$ cat config.mk
export PLATFORM = sky130hd
export DESIGN_NAME = sprite_motion
export DESIGN_NICKNAME = d
export VERILOG_FILES = /design/src/rtl/sprite_motion_pkg.sv /design/src/rtl/sprite_motion_frame_tick_gen.sv /design/src/rtl/sprite_motion.sv
export SDC_FILE = /design/constraint.sdc
export NUM_CORES = 1
export LEC_CHECK = 0
export ABC_AREA = 1
export BUFFER_PORTS_ARGS = -buffer_cell sky130_fd_sc_hd__buf_4
export CORE_MARGIN = 3
export CORE_UTILIZATION = 26
export DETAILED_ROUTE_END_ITERATION = 6
export GPL_ROUTABILITY_DRIVEN = 0
export PLACE_DENSITY = 0.49
export SYNTH_ARGS = -nofsm -noshare
export SYNTH_HDL_FRONTEND = slang
export SYNTH_SLANG_ARGS = --single-unit
$ cat constraint.sdc
create_clock -name i_pix_clk -period 5.6 [get_ports i_pix_clk]
set_input_delay 0.84 -clock i_pix_clk [delete_from_list [all_inputs] [get_ports i_pix_clk]]
set_output_delay 0.84 -clock i_pix_clk [all_outputs]
set_load 0.1 [all_outputs]
$ cat src/rtl/sprite_motion_pkg.sv
// -----------------------------------------------------------------------------
// sprite_motion_pkg
// Shared definitions for the sprite motion block:
//   - sprite-space screen size and the full-resolution first blanking line,
//     common with the VGA timing controller
//   - coordinate width
//   - motion FSM state encoding
//   - axis_advance(): the bounce arithmetic used for both X and Y
// -----------------------------------------------------------------------------
package sprite_motion_pkg;

    localparam int COORD_W      = 16;
    localparam int SCREEN_W_DEF = 200;
    localparam int SCREEN_H_DEF = 150;
    localparam int V_ACTIVE_DEF = 600;

    typedef enum logic [1:0] {
        ST_IDLE   = 2'd0,
        ST_MOVE_X = 2'd1,
        ST_MOVE_Y = 2'd2,
        ST_COMMIT = 2'd3
    } state_t;

    typedef struct packed {
        logic [COORD_W-1:0] pos;
        logic               dir;
        logic               bounce;
    } axis_res_t;

    // One axis step with reflection at 0 and max_pos.
    // dir 0 moves toward max_pos, dir 1 toward 0. A zero step leaves the
    // axis untouched (no reflection even when sitting on an edge).
    // The sum is formed one bit wider so a large step can never wrap.
    function automatic axis_res_t axis_advance(
        input logic [COORD_W-1:0] pos,
        input logic               dir,
        input logic [3:0]         step,
        input logic [COORD_W-1:0] max_pos
    );
        axis_res_t          res;
        logic [COORD_W-1:0] step_w;
        logic [COORD_W:0]   sum;
        step_w     = {12'd0, step};
        sum        = {1'b0, pos} + {1'b0, step_w};
        res.pos    = pos;
        res.dir    = dir;
        res.bounce = 1'b0;
        if (step == 4'd0) begin
            res.pos    = pos;
            res.dir    = dir;
            res.bounce = 1'b0;
        end else if (dir == 1'b0) begin
            if (sum >= {1'b0, max_pos}) begin
                res.pos    = max_pos;
                res.dir    = 1'b1;
                res.bounce = 1'b1;
            end else begin
                res.pos = sum[COORD_W-1:0];
            end
        end else begin
            if (pos <= step_w) begin
                res.pos    = {COORD_W{1'b0}};
                res.dir    = 1'b0;
                res.bounce = 1'b1;
            end else begin
                res.pos = pos - step_w;
            end
        end
        return res;
    endfunction

endpackage

$ cat src/rtl/sprite_motion_frame_tick_gen.sv
// -----------------------------------------------------------------------------
// sprite_motion_frame_tick_gen
// Detects the start of vertical blanking (horz==0, vert==V_ACTIVE), emits a
// one-cycle frame tick in the following cycle, and divides frames by
// FRAME_DIV while enabled.
// Ports:
//   i_pix_clk, i_reset_n     : pixel clock, async active-low reset
//   i_horz_coord/i_vert_coord: full-resolution coordinates
//   i_enable                 : divider advances only while high
//   o_tick                   : registered, high the cycle after the match
//   o_update_req             : high in the match cycle when the divider wraps;
//                              combinational so the FSM is in MOVE_X during
//                              the tick cycle
// -----------------------------------------------------------------------------
module sprite_motion_frame_tick_gen
    import sprite_motion_pkg::*;
#(
    parameter int V_ACTIVE  = V_ACTIVE_DEF,
    parameter int FRAME_DIV = 2
) (
    input  logic               i_pix_clk,
    input  logic               i_reset_n,
    input  logic [COORD_W-1:0] i_horz_coord,
    input  logic [COORD_W-1:0] i_vert_coord,
    input  logic               i_enable,
    output logic               o_tick,
    output logic               o_update_req
);

    localparam int              DIV_W    = (FRAME_DIV > 1) ? $clog2(FRAME_DIV) : 1;
    localparam logic [DIV_W-1:0] DIV_LAST = DIV_W'(FRAME_DIV - 1);

    logic             w_match;
    logic             w_wrap;
    logic             r_tick;
    logic [DIV_W-1:0] r_div_cnt;

    assign w_match      = (i_horz_coord == {COORD_W{1'b0}}) &&
                          (i_vert_coord == COORD_W'(V_ACTIVE));
    assign w_wrap       = (r_div_cnt == DIV_LAST);
    assign o_update_req = w_match && i_enable && w_wrap;
    assign o_tick       = r_tick;

    // Frame tick: delayed copy of the coordinate match.
    always_ff @(posedge i_pix_clk or negedge i_reset_n) begin
        if (!i_reset_n) begin
            r_tick <= 1'b0;
        end else begin
            r_tick <= w_match;
        end
    end

    // Frame divider: counts ticks while enabled, holds otherwise.
    always_ff @(posedge i_pix_clk or negedge i_reset_n) begin
        if (!i_reset_n) begin
            r_div_cnt <= {DIV_W{1'b0}};
        end else if (w_match && i_enable) begin
            if (w_wrap) begin
                r_div_cnt <= {DIV_W{1'b0}};
            end else begin
                r_div_cnt <= r_div_cnt + DIV_W'(1);
            end
        end else begin
            r_div_cnt <= r_div_cnt;
        end
    end

endmodule

$ cat src/rtl/sprite_motion.sv
// -----------------------------------------------------------------------------
// sprite_motion
// Sprite position generator in sprite-space (full resolution / 4). Once every
// FRAME_DIV frames, during vertical blanking, the position is advanced by the
// step inputs and reflected off the screen edges. New X and Y are built in
// shadow registers over two cycles and committed together so the outputs only
// change inside blanking.
// Ports:
//   i_pix_clk, i_reset_n       : pixel clock, async active-low reset
//   i_horz_coord, i_vert_coord : full-resolution coordinates (16 bit)
//   i_enable                   : 0 freezes position, direction and divider
//   i_step_x, i_step_y         : per-update step, sampled in the tick cycle
//   o_sprite_x, o_sprite_y     : committed top-left position
//   o_dir_x, o_dir_y           : 0 = increasing, 1 = decreasing
//   o_frame_tick               : one pulse per frame
//   o_bounce                   : one pulse on commit if either axis reflected
// -----------------------------------------------------------------------------
module sprite_motion
    import sprite_motion_pkg::*;
#(
    parameter int SCREEN_W  = SCREEN_W_DEF,
    parameter int SCREEN_H  = SCREEN_H_DEF,
    parameter int SPRITE_W  = 16,
    parameter int SPRITE_H  = 16,
    parameter int V_ACTIVE  = V_ACTIVE_DEF,
    parameter int FRAME_DIV = 2,
    parameter int INIT_X    = 0,
    parameter int INIT_Y    = 0
) (
    input  logic               i_pix_clk,
    input  logic               i_reset_n,
    input  logic [COORD_W-1:0] i_horz_coord,
    input  logic [COORD_W-1:0] i_vert_coord,
    input  logic               i_enable,
    input  logic [3:0]         i_step_x,
    input  logic [3:0]         i_step_y,
    output logic [COORD_W-1:0] o_sprite_x,
    output logic [COORD_W-1:0] o_sprite_y,
    output logic               o_dir_x,
    output logic               o_dir_y,
    output logic               o_frame_tick,
    output logic               o_bounce
);

    localparam logic [COORD_W-1:0] MAX_X  = COORD_W'(SCREEN_W - SPRITE_W);
    localparam logic [COORD_W-1:0] MAX_Y  = COORD_W'(SCREEN_H - SPRITE_H);
    localparam logic [COORD_W-1:0] INIT_XV = COORD_W'(INIT_X);
    localparam logic [COORD_W-1:0] INIT_YV = COORD_W'(INIT_Y);

    state_t             r_state;
    state_t             w_state_nxt;
    logic               w_update_req;
    logic               w_tick;

    logic [COORD_W-1:0] r_sprite_x;
    logic [COORD_W-1:0] r_sprite_y;
    logic               r_dir_x;
    logic               r_dir_y;
    logic               r_bounce;

    logic [COORD_W-1:0] r_shadow_x;
    logic [COORD_W-1:0] r_shadow_y;
    logic               r_shadow_dx;
    logic               r_shadow_dy;
    logic               r_bounce_flag;
    logic [3:0]         r_step_y;

    axis_res_t          w_res_x;
    axis_res_t          w_res_y;

    sprite_motion_frame_tick_gen #(
        .V_ACTIVE  (V_ACTIVE),
        .FRAME_DIV (FRAME_DIV)
    ) u_tick_gen (
        .i_pix_clk    (i_pix_clk),
        .i_reset_n    (i_reset_n),
        .i_horz_coord (i_horz_coord),
        .i_vert_coord (i_vert_coord),
        .i_enable     (i_enable),
        .o_tick       (w_tick),
        .o_update_req (w_update_req)
    );

    // X uses the live step in MOVE_X (the tick cycle); Y uses the step
    // captured in that same cycle so later step changes cannot leak in.
    assign w_res_x = axis_advance(r_sprite_x, r_dir_x, i_step_x, MAX_X);
    assign w_res_y = axis_advance(r_sprite_y, r_dir_y, r_step_y, MAX_Y);

    assign o_sprite_x   = r_sprite_x;
    assign o_sprite_y   = r_sprite_y;
    assign o_dir_x      = r_dir_x;
    assign o_dir_y      = r_dir_y;
    assign o_bounce     = r_bounce;
    assign o_frame_tick = w_tick;

    // FSM state register.
    always_ff @(posedge i_pix_clk or negedge i_reset_n) begin
        if (!i_reset_n) begin
            r_state <= ST_IDLE;
        end else begin
            r_state <= w_state_nxt;
        end
    end

    // FSM next state; requests outside IDLE are ignored.
    always_comb begin
        w_state_nxt = r_state;
        case (r_state)
            ST_IDLE: begin
                if (w_update_req) begin
                    w_state_nxt = ST_MOVE_X;
                end else begin
                    w_state_nxt = ST_IDLE;
                end
            end
            ST_MOVE_X: w_state_nxt = ST_MOVE_Y;
            ST_MOVE_Y: w_state_nxt = ST_COMMIT;
            ST_COMMIT: w_state_nxt = ST_IDLE;
            default:   w_state_nxt = ST_IDLE;
        endcase
    end

    // Shadow datapath: build the next position one axis per cycle.
    always_ff @(posedge i_pix_clk or negedge i_reset_n) begin
        if (!i_reset_n) begin
            r_shadow_x    <= INIT_XV;
            r_shadow_y    <= INIT_YV;
            r_shadow_dx   <= 1'b0;
            r_shadow_dy   <= 1'b0;
            r_bounce_flag <= 1'b0;
            r_step_y      <= 4'd0;
        end else begin
            case (r_state)
                ST_MOVE_X: begin
                    r_shadow_x    <= w_res_x.pos;
                    r_shadow_dx   <= w_res_x.dir;
                    r_bounce_flag <= w_res_x.bounce;
                    r_step_y      <= i_step_y;
                end
                ST_MOVE_Y: begin
                    r_shadow_y    <= w_res_y.pos;
                    r_shadow_dy   <= w_res_y.dir;
                    r_bounce_flag <= r_bounce_flag | w_res_y.bounce;
                end
                default: begin
                    r_shadow_x    <= r_shadow_x;
                    r_shadow_y    <= r_shadow_y;
                    r_shadow_dx   <= r_shadow_dx;
                    r_shadow_dy   <= r_shadow_dy;
                    r_bounce_flag <= r_bounce_flag;
                    r_step_y      <= r_step_y;
                end
            endcase
        end
    end

    // Committed outputs: updated together in COMMIT, bounce pulses one cycle.
    always_ff @(posedge i_pix_clk or negedge i_reset_n) begin
        if (!i_reset_n) begin
            r_sprite_x <= INIT_XV;
            r_sprite_y <= INIT_YV;
            r_dir_x    <= 1'b0;
            r_dir_y    <= 1'b0;
            r_bounce   <= 1'b0;
        end else if (r_state == ST_COMMIT) begin
            r_sprite_x <= r_shadow_x;
            r_sprite_y <= r_shadow_y;
            r_dir_x    <= r_shadow_dx;
            r_dir_y    <= r_shadow_dy;
            r_bounce   <= r_bounce_flag;
        end else begin
            r_sprite_x <= r_sprite_x;
            r_sprite_y <= r_sprite_y;
            r_dir_x    <= r_dir_x;
            r_dir_y    <= r_dir_y;
            r_bounce   <= 1'b0;
        end
    end

endmodule

# After elaboration in Yosys (flattened, before gate mapping)
# Cells that the tools add are included.
# W data, S select, Z words.
# word_totals
in_bits	43
elab_cells	53
register_bits	78
out_inout_bits	36
# op_classes
reduce_logical	8
order_cmp	4
n_mux	17
n_eq_ne	4
bitwise	1
addsub	5
# op_table
operator	count
$mux W18	4
$mux W16	4
$add A16 B4 Y17	2
$ge A17 B8 Y1 const B	2
$le A16 B4 Y1	2
$sub A16 B4 Y16	2
$eq A16 B10 Y1 const B	1
$logic_not A16 Y1	1
$logic_not A4 Y1	2
$mux W2	4
$pmux W2 S4	1
$eq A2 B2 Y1 const B	2
$logic_and A1 B1 Y1	3
$mux W1	3
$eq A2 B1 Y1 const B	1
$logic_not A2 Y1	1
$pmux W1 S2	1
$reduce_bool A2 Y1	1
$add A1 B1 Y1 const B	1
$or A1 B1 Y1	1

# Depth between registers and ports, before layout
# logic_depth
depth_word	7
depth_mapped	19
mapped_depth_nobuf	19

# Hierarchy
# A second synthesis with hierarchy kept.
# hier_totals
cells_unflattened	935
area_unflattened_um2	5977.0
# modules_own_cells
module	seq_area_each_um2	n_inst	cells_each	area_per_inst_um2
sprite_motion	1901.8	1	856	5625.4
sprite_motion_frame_tick_gen	50.0	1	79	351.6

# Least setup slack after synthesis
# Ideal clock, no wire load.
# synth_timing
path_type	register to register
from	register r_sprite_y[3] (netlist: o_sprite_y[3])
to	register r_shadow_y[1]
stages_incl_launch_ff	16
n_path_buf	0
period_less_slack_ps	2765
setup_slack_ps	2835
setup_time_ps	127
required_ps	5473
arrival_time_ps	2638
cell_sequence	dfrtp_1 > ha_1 > inv_1 > nand2_1 > nor2_1 > nand3_1 > nand2_1 > nand3_1 > nand2_1 > nand2_1 > nor2_2 > nand3_2 > nand2_1 > nand3_1 > o211ai_1 > nand2_1
# synth_via
elab_chain_len	5
elab_cells_between_ends	7
cone_classes	1 x add/sub; 2 x order compare; 4 x mux
# synth_rtl
element	line	rtl
start: declaration	sprite_motion.sv:56	logic [COORD_W-1:0] r_sprite_y;
start signal: assignment	sprite_motion.sv:167	r_sprite_y <= r_shadow_y;
start signal: assignment	sprite_motion.sv:173	r_sprite_y <= r_sprite_y;
$add A16 B4 Y17	sprite_motion_pkg.sv:44	sum = {1'b0, pos} + {1'b0, step_w};
$ge A17 B8 Y1	sprite_motion_pkg.sv:53	if (sum >= {1'b0, max_pos}) begin
$mux W16	sprite_motion_pkg.sv:53	
$mux W18 *	sprite_motion_pkg.sv:52	end else if (dir == 1'b0) begin
$mux W18 *	sprite_motion_pkg.sv:48	if (step == 4'd0) begin
end signal: assignment	sprite_motion.sv:141	r_shadow_y <= w_res_y.pos;
end signal: assignment	sprite_motion.sv:147	r_shadow_y <= r_shadow_y;
end: declaration	sprite_motion.sv:62	logic [COORD_W-1:0] r_shadow_y;
# Mark *: on every way between the ends. The rest lies on a longest branch, timed or not.
# A chain may end at the register's enable or synchronous reset.

# Final worst setup path
# layout_timing
from	register r_step_y[2]
to	register r_shadow_y[9]
# layout_via
elab_chain_len	5
elab_cells_between_ends	9
cone_classes	2 x add/sub; 2 x order compare; 4 x mux; 1 x reduce/logical
# layout_rtl
element	line	rtl
start: declaration	sprite_motion.sv:66	logic [3:0] r_step_y;
start signal: assignment	sprite_motion.sv:138	r_step_y <= i_step_y;
start signal: assignment	sprite_motion.sv:151	r_step_y <= r_step_y;
$add A16 B4 Y17	sprite_motion_pkg.sv:44	
$ge A17 B8 Y1	sprite_motion_pkg.sv:53	
$mux W16	sprite_motion_pkg.sv:53	
$mux W18	sprite_motion_pkg.sv:52	
$mux W18 *	sprite_motion_pkg.sv:48	
# Marked as above.

==> impl_summary.md <==
Synth
For this run, the number of Yosys warnings is 0. In the post-synthesis netlist, the biggest area contributors are dfrtp_1, nand2_1, o21ai_0. In this run the biggest area consumer among cell types represents 34.7% of the synthesized area. The total nets after synthesis is approximately 900. In the synthesized netlist the dominant register cell turns out to be dfrtp_1. The synthesized area is 5630 µm². The sequential area share after synthesis is 34.7%.

The post-synthesis register bit count is 78. The average cell area after synthesis is between 6 and 7 µm². Counting flops with a built-in enable in the synthesized netlist gives 0.

The gate count of the mapped netlist is 828. The largest total area in the synthesized netlist belongs to dfrtp_1. The count of distinct cell types in the synthesized netlist is 44. Counting flops with an async set or reset pin after synthesis yields a share of 100%.

CTS
Gates resized during post-CTS repair numbered 0. Clock-pin slew was measured on the worst setup and hold paths at roughly 60 ps. TritonCTS built the clock tree. Buffers added to address setup during post-CTS repair amount to 0.

The number of hold buffers added after CTS is 0. The clock tree buffer depth is 2. The buffer type at the clock tree root is clkbuf_16. The clock net in this run drives a total of between 70 and 80 sinks. In this run, CTS created clock tree buffers numbering 9. The number of H-tree levels is 3.

The clock latency of the later-clocked register in the worst-skew pair is 340 ps.

Power and ir drop
Summed over all cells, the static leakage comes to ~3.4 nW. The peak supply drop is about 0.12 mV. The cell area power density is around 230 nW/µm².

Worst setup path
The most critical setup path has its startpoint at r_step_y[2]. The kind of start point of the critical path is a flop. The endpoint arrival time on the critical path is approximately 3100 ps. The kind of cell with the highest combined delay along the critical path is simple AND/OR/NAND/NOR gates. The slowest stage of the critical path is the nor2_1 cell. The number of buffers and inverters on the critical path is 2. The element type at the critical path end is a flop. The flop-to-flop setup slack is 2730 ps. The worst setup path is of the flop to flop kind. The data required time at the worst endpoint is 5860 ps.

The critical-path maximum fanout is 16. The worst setup path endpoint is r_shadow_y[9]. The startpoint of the lowest-slack register-to-register path is r_step_y[2]. The endpoint of the lowest-slack register-to-register path is r_shadow_y[9].

Measured in cells, the most critical reg-to-reg path has a length of 12. The most prevalent standard cell on the critical path is o21ai_0. The largest single stage delay on the critical path is 750 ps.

The critical path depth is 12. The signal on the critical path passes through inv_1 -> ha_1 -> nand2_1 -> inv_1 -> o21ai_0 -> nand2_1 -> a211oi_2 -> nor2_1 -> o21ai_0 -> o21ai_0 -> nand2_1 -> o21ai_0.

Global route
Entering global routing, the biggest net connects between 60 and 70 pins. The via count of the first global-routing pass is 5,337. The overflow left after global routing is 0. The first global-routing pass estimated 27,800 µm of wire. Global routing used 14.3% of the available tracks.

The initial antenna violation count is 0.

Final layout
From synthesis to final layout, the design area changed by 20.1%. The utilization after layout is 32.0%. The post-layout net count is ~960.

The filler cells instantiated in the layout total 2,317. With fillers left out, the area of the finished cells amounts to ~6800 µm². In the final layout, the share of cells above drive strength 1 is approximately 15%. The repair_antennas step left the layout with diodes totalling 0.

Routing
The number of remaining DRC errors is 0. The detail route stage leaves a number of antenna-violating nets equal to 0. The aggregate routed wire length is 16,400 µm. The post-detailed-route via-to-cell ratio is 4.66. In the final routed layout, each cell accounts on average for 14.0 µm.

The count of TritonRoute iterations in the first routing pass is 4. The routed layout has 5,449 vias. The initial DRC count is 308.

Place
Port buffering added 78 buffers. The post-DP HPWL is 12,300 µm. The placed instances occupy a cell area of 6450 µm².

STA
The number of setup violations in the final report is 0. The number of endpoints with negative hold slack in the final report is 0. The number of max-slew violations in the final report was 0. The smallest clock period supported by the final layout is computed as about 2900 ps. Based on the critical path, the design can be clocked at up to 349 MHz.

Setup repair after global routing left no endpoint under its margin. The relative max-transition margin is 34.8%. The worst path uses 51.2% of the clock period. The actual slew at the worst max-slew pin is 975 ps. The post-route setup TNS is 0 ps. The clock tree skew after final layout is 6.85 ps.

Floorplan
For this design the top-level I/O count stands at 79. From left edge to right edge, the die measures 153 µm. In this run the core area contains 53 standard-cell rows. The die is 153 µm tall. The die area is roughly 23,000 µm². The effective utilization at floorplan is around a quarter. The total area inside the core boundary comes to 21,200 µm².

Status
The run finished with clean final reports.

Flow run
The max-capacitance violation count is 0.

Worst hold path
The tightest min-delay check is of the input pin to asynchronous set/reset pin type.
## cells by family (layout without fill, tap and decap cells)
group	count (synthesis)	in the layout	synth area share (%)
AOI/OAI and AO/OA	133	133	12.9
xor gates and xnor gates	12	12	1.87
adders and majority gates	24	24	5.87
buffers and inverters	126	193	8.95
DFF	78	78	34.7
muxes	5	5	1.00
and+or+nand+nor	450	450	34.8
## cell type report
cell class                 count  area [µm²]  share of cell area (%)
tap                          275         344                    5.09
sequential                    78        1950                    28.9
clock inverter                 4        70.1                    1.04
timing repair buffer          82         616                    9.10
clock buffer                  12         246                    3.64
multi-input combinational    624        3180                    47.0
inverter                      95         357                    5.27
## worst min path at each step
stage	from	endpoint	slack (ps)	depth (start not counted)
after global placement	u_tick_gen.r_div_cnt	u_tick_gen.r_div_cnt	460	1
after global routing	i_reset_n	r_shadow_x[11]	450	1
after CTS	i_reset_n	o_sprite_x[12]	440	1
final	i_reset_n	r_shadow_x[11]	440	1
after floorplan	r_shadow_x[2]	r_shadow_x[2]	440	2
after detailed placement	r_shadow_x[1]	r_shadow_x[1]	460	2
## placed cells by master (no fill, tap or decap), types with 3 or more instances in the layout
master,count
a21oi_1,21
a21oi_2,3
buf_4,82
clkbuf_16,9
dfrtp_1,78
fa_1,4
ha_1,19
inv_1,91
mux2_2,5
nand2_1,256
nand2_2,5
nand3_1,61
nand3_2,3
nand4_1,17
nor2_1,74
nor2_2,12
nor3_1,4
nor4_1,10
o211ai_1,4
o21ai_0,83
o21ai_1,8
o21bai_1,4
xor2_1,10
## Yosys cell counts (2+ instances only)
master,instances
nand3_2,3
nor2_1,74
clkbuf_1,13
nor2_4,2
fa_1,4
clkinv_1,2
nor2_2,12
o31ai_1,2
buf_2,7
nand3_1,61
o21bai_1,4
buf_1,4
dfrtp_1,78
a31oi_1,2
a21oi_1,21
inv_2,2
nor3_1,4
nand2_2,5
o211ai_1,4
o22ai_1,2
o21ai_1,8
xnor2_1,2
mux2_2,5
nand4_1,17
o21ai_0,83
xor2_1,10
a21oi_2,3
nand2_1,256
inv_1,91
nor4_1,10
clkbuf_2,3
ha_1,20
buf_4,3
## flip-flops by register name (all words and copies together), names as in the netlist
signal and count:
r_shadow_x 16, o_sprite_y 16, r_step_y 4, u_tick_gen.o_tick 1, r_shadow_dx 1, u_tick_gen.r_div_cnt 1
o_sprite_x 16, r_shadow_dy 1, r_bounce_flag 1, r_shadow_y 16, r_state 2, o_dir_y 1
o_bounce 1, o_dir_x 1
## per-stage QoR
stage	setup slack, ps	total power [W]	hold slack (ps)	cells
6_report	2730	0.00156	436	1170
3_3_place_gp	2500	0.000946	461	1154
5_1_grt	2280	0.00165	451	1170
3_5_place_dp	2500	0.000943	463	1154
4_1_cts	2680	0.00159	436	1170
2_1_floorplan	2830	0.000841	443	828
## worst register-to-register path: cells and delay by family (launching register included)
| kind | cells | cell delay [ps] |
|---|---|---|
| fa+ha+maj | 1 | 450 |
| simple gates | 4 | 1060 |
| buf+inv | 2 | 160 |
| flops | 1 | 410 |
| compound gates | 5 | 710 |
## power by group
part | switching [W] | internal [W]
clock | 0.000231 | 0.000402
sequential | 0.0000269 | 0.000582
combinational | 0.000222 | 0.000101
## per-layer routing
| layer | GRT usage, % | vias to the layer above | wire (µm) |
|---|---|---|---|
| met3 | 2.75 | 11 | 611 |
| met1 | 20.4 | 2519 | 8230 |
| met2 | 22.6 | 114 | 7410 |
| met5 | 0 | - | 0 |
| met4 | 3.22 | 0 | 156 |
| li1 | - | 2805 | - |
Power figures use the tool's default switching activity.
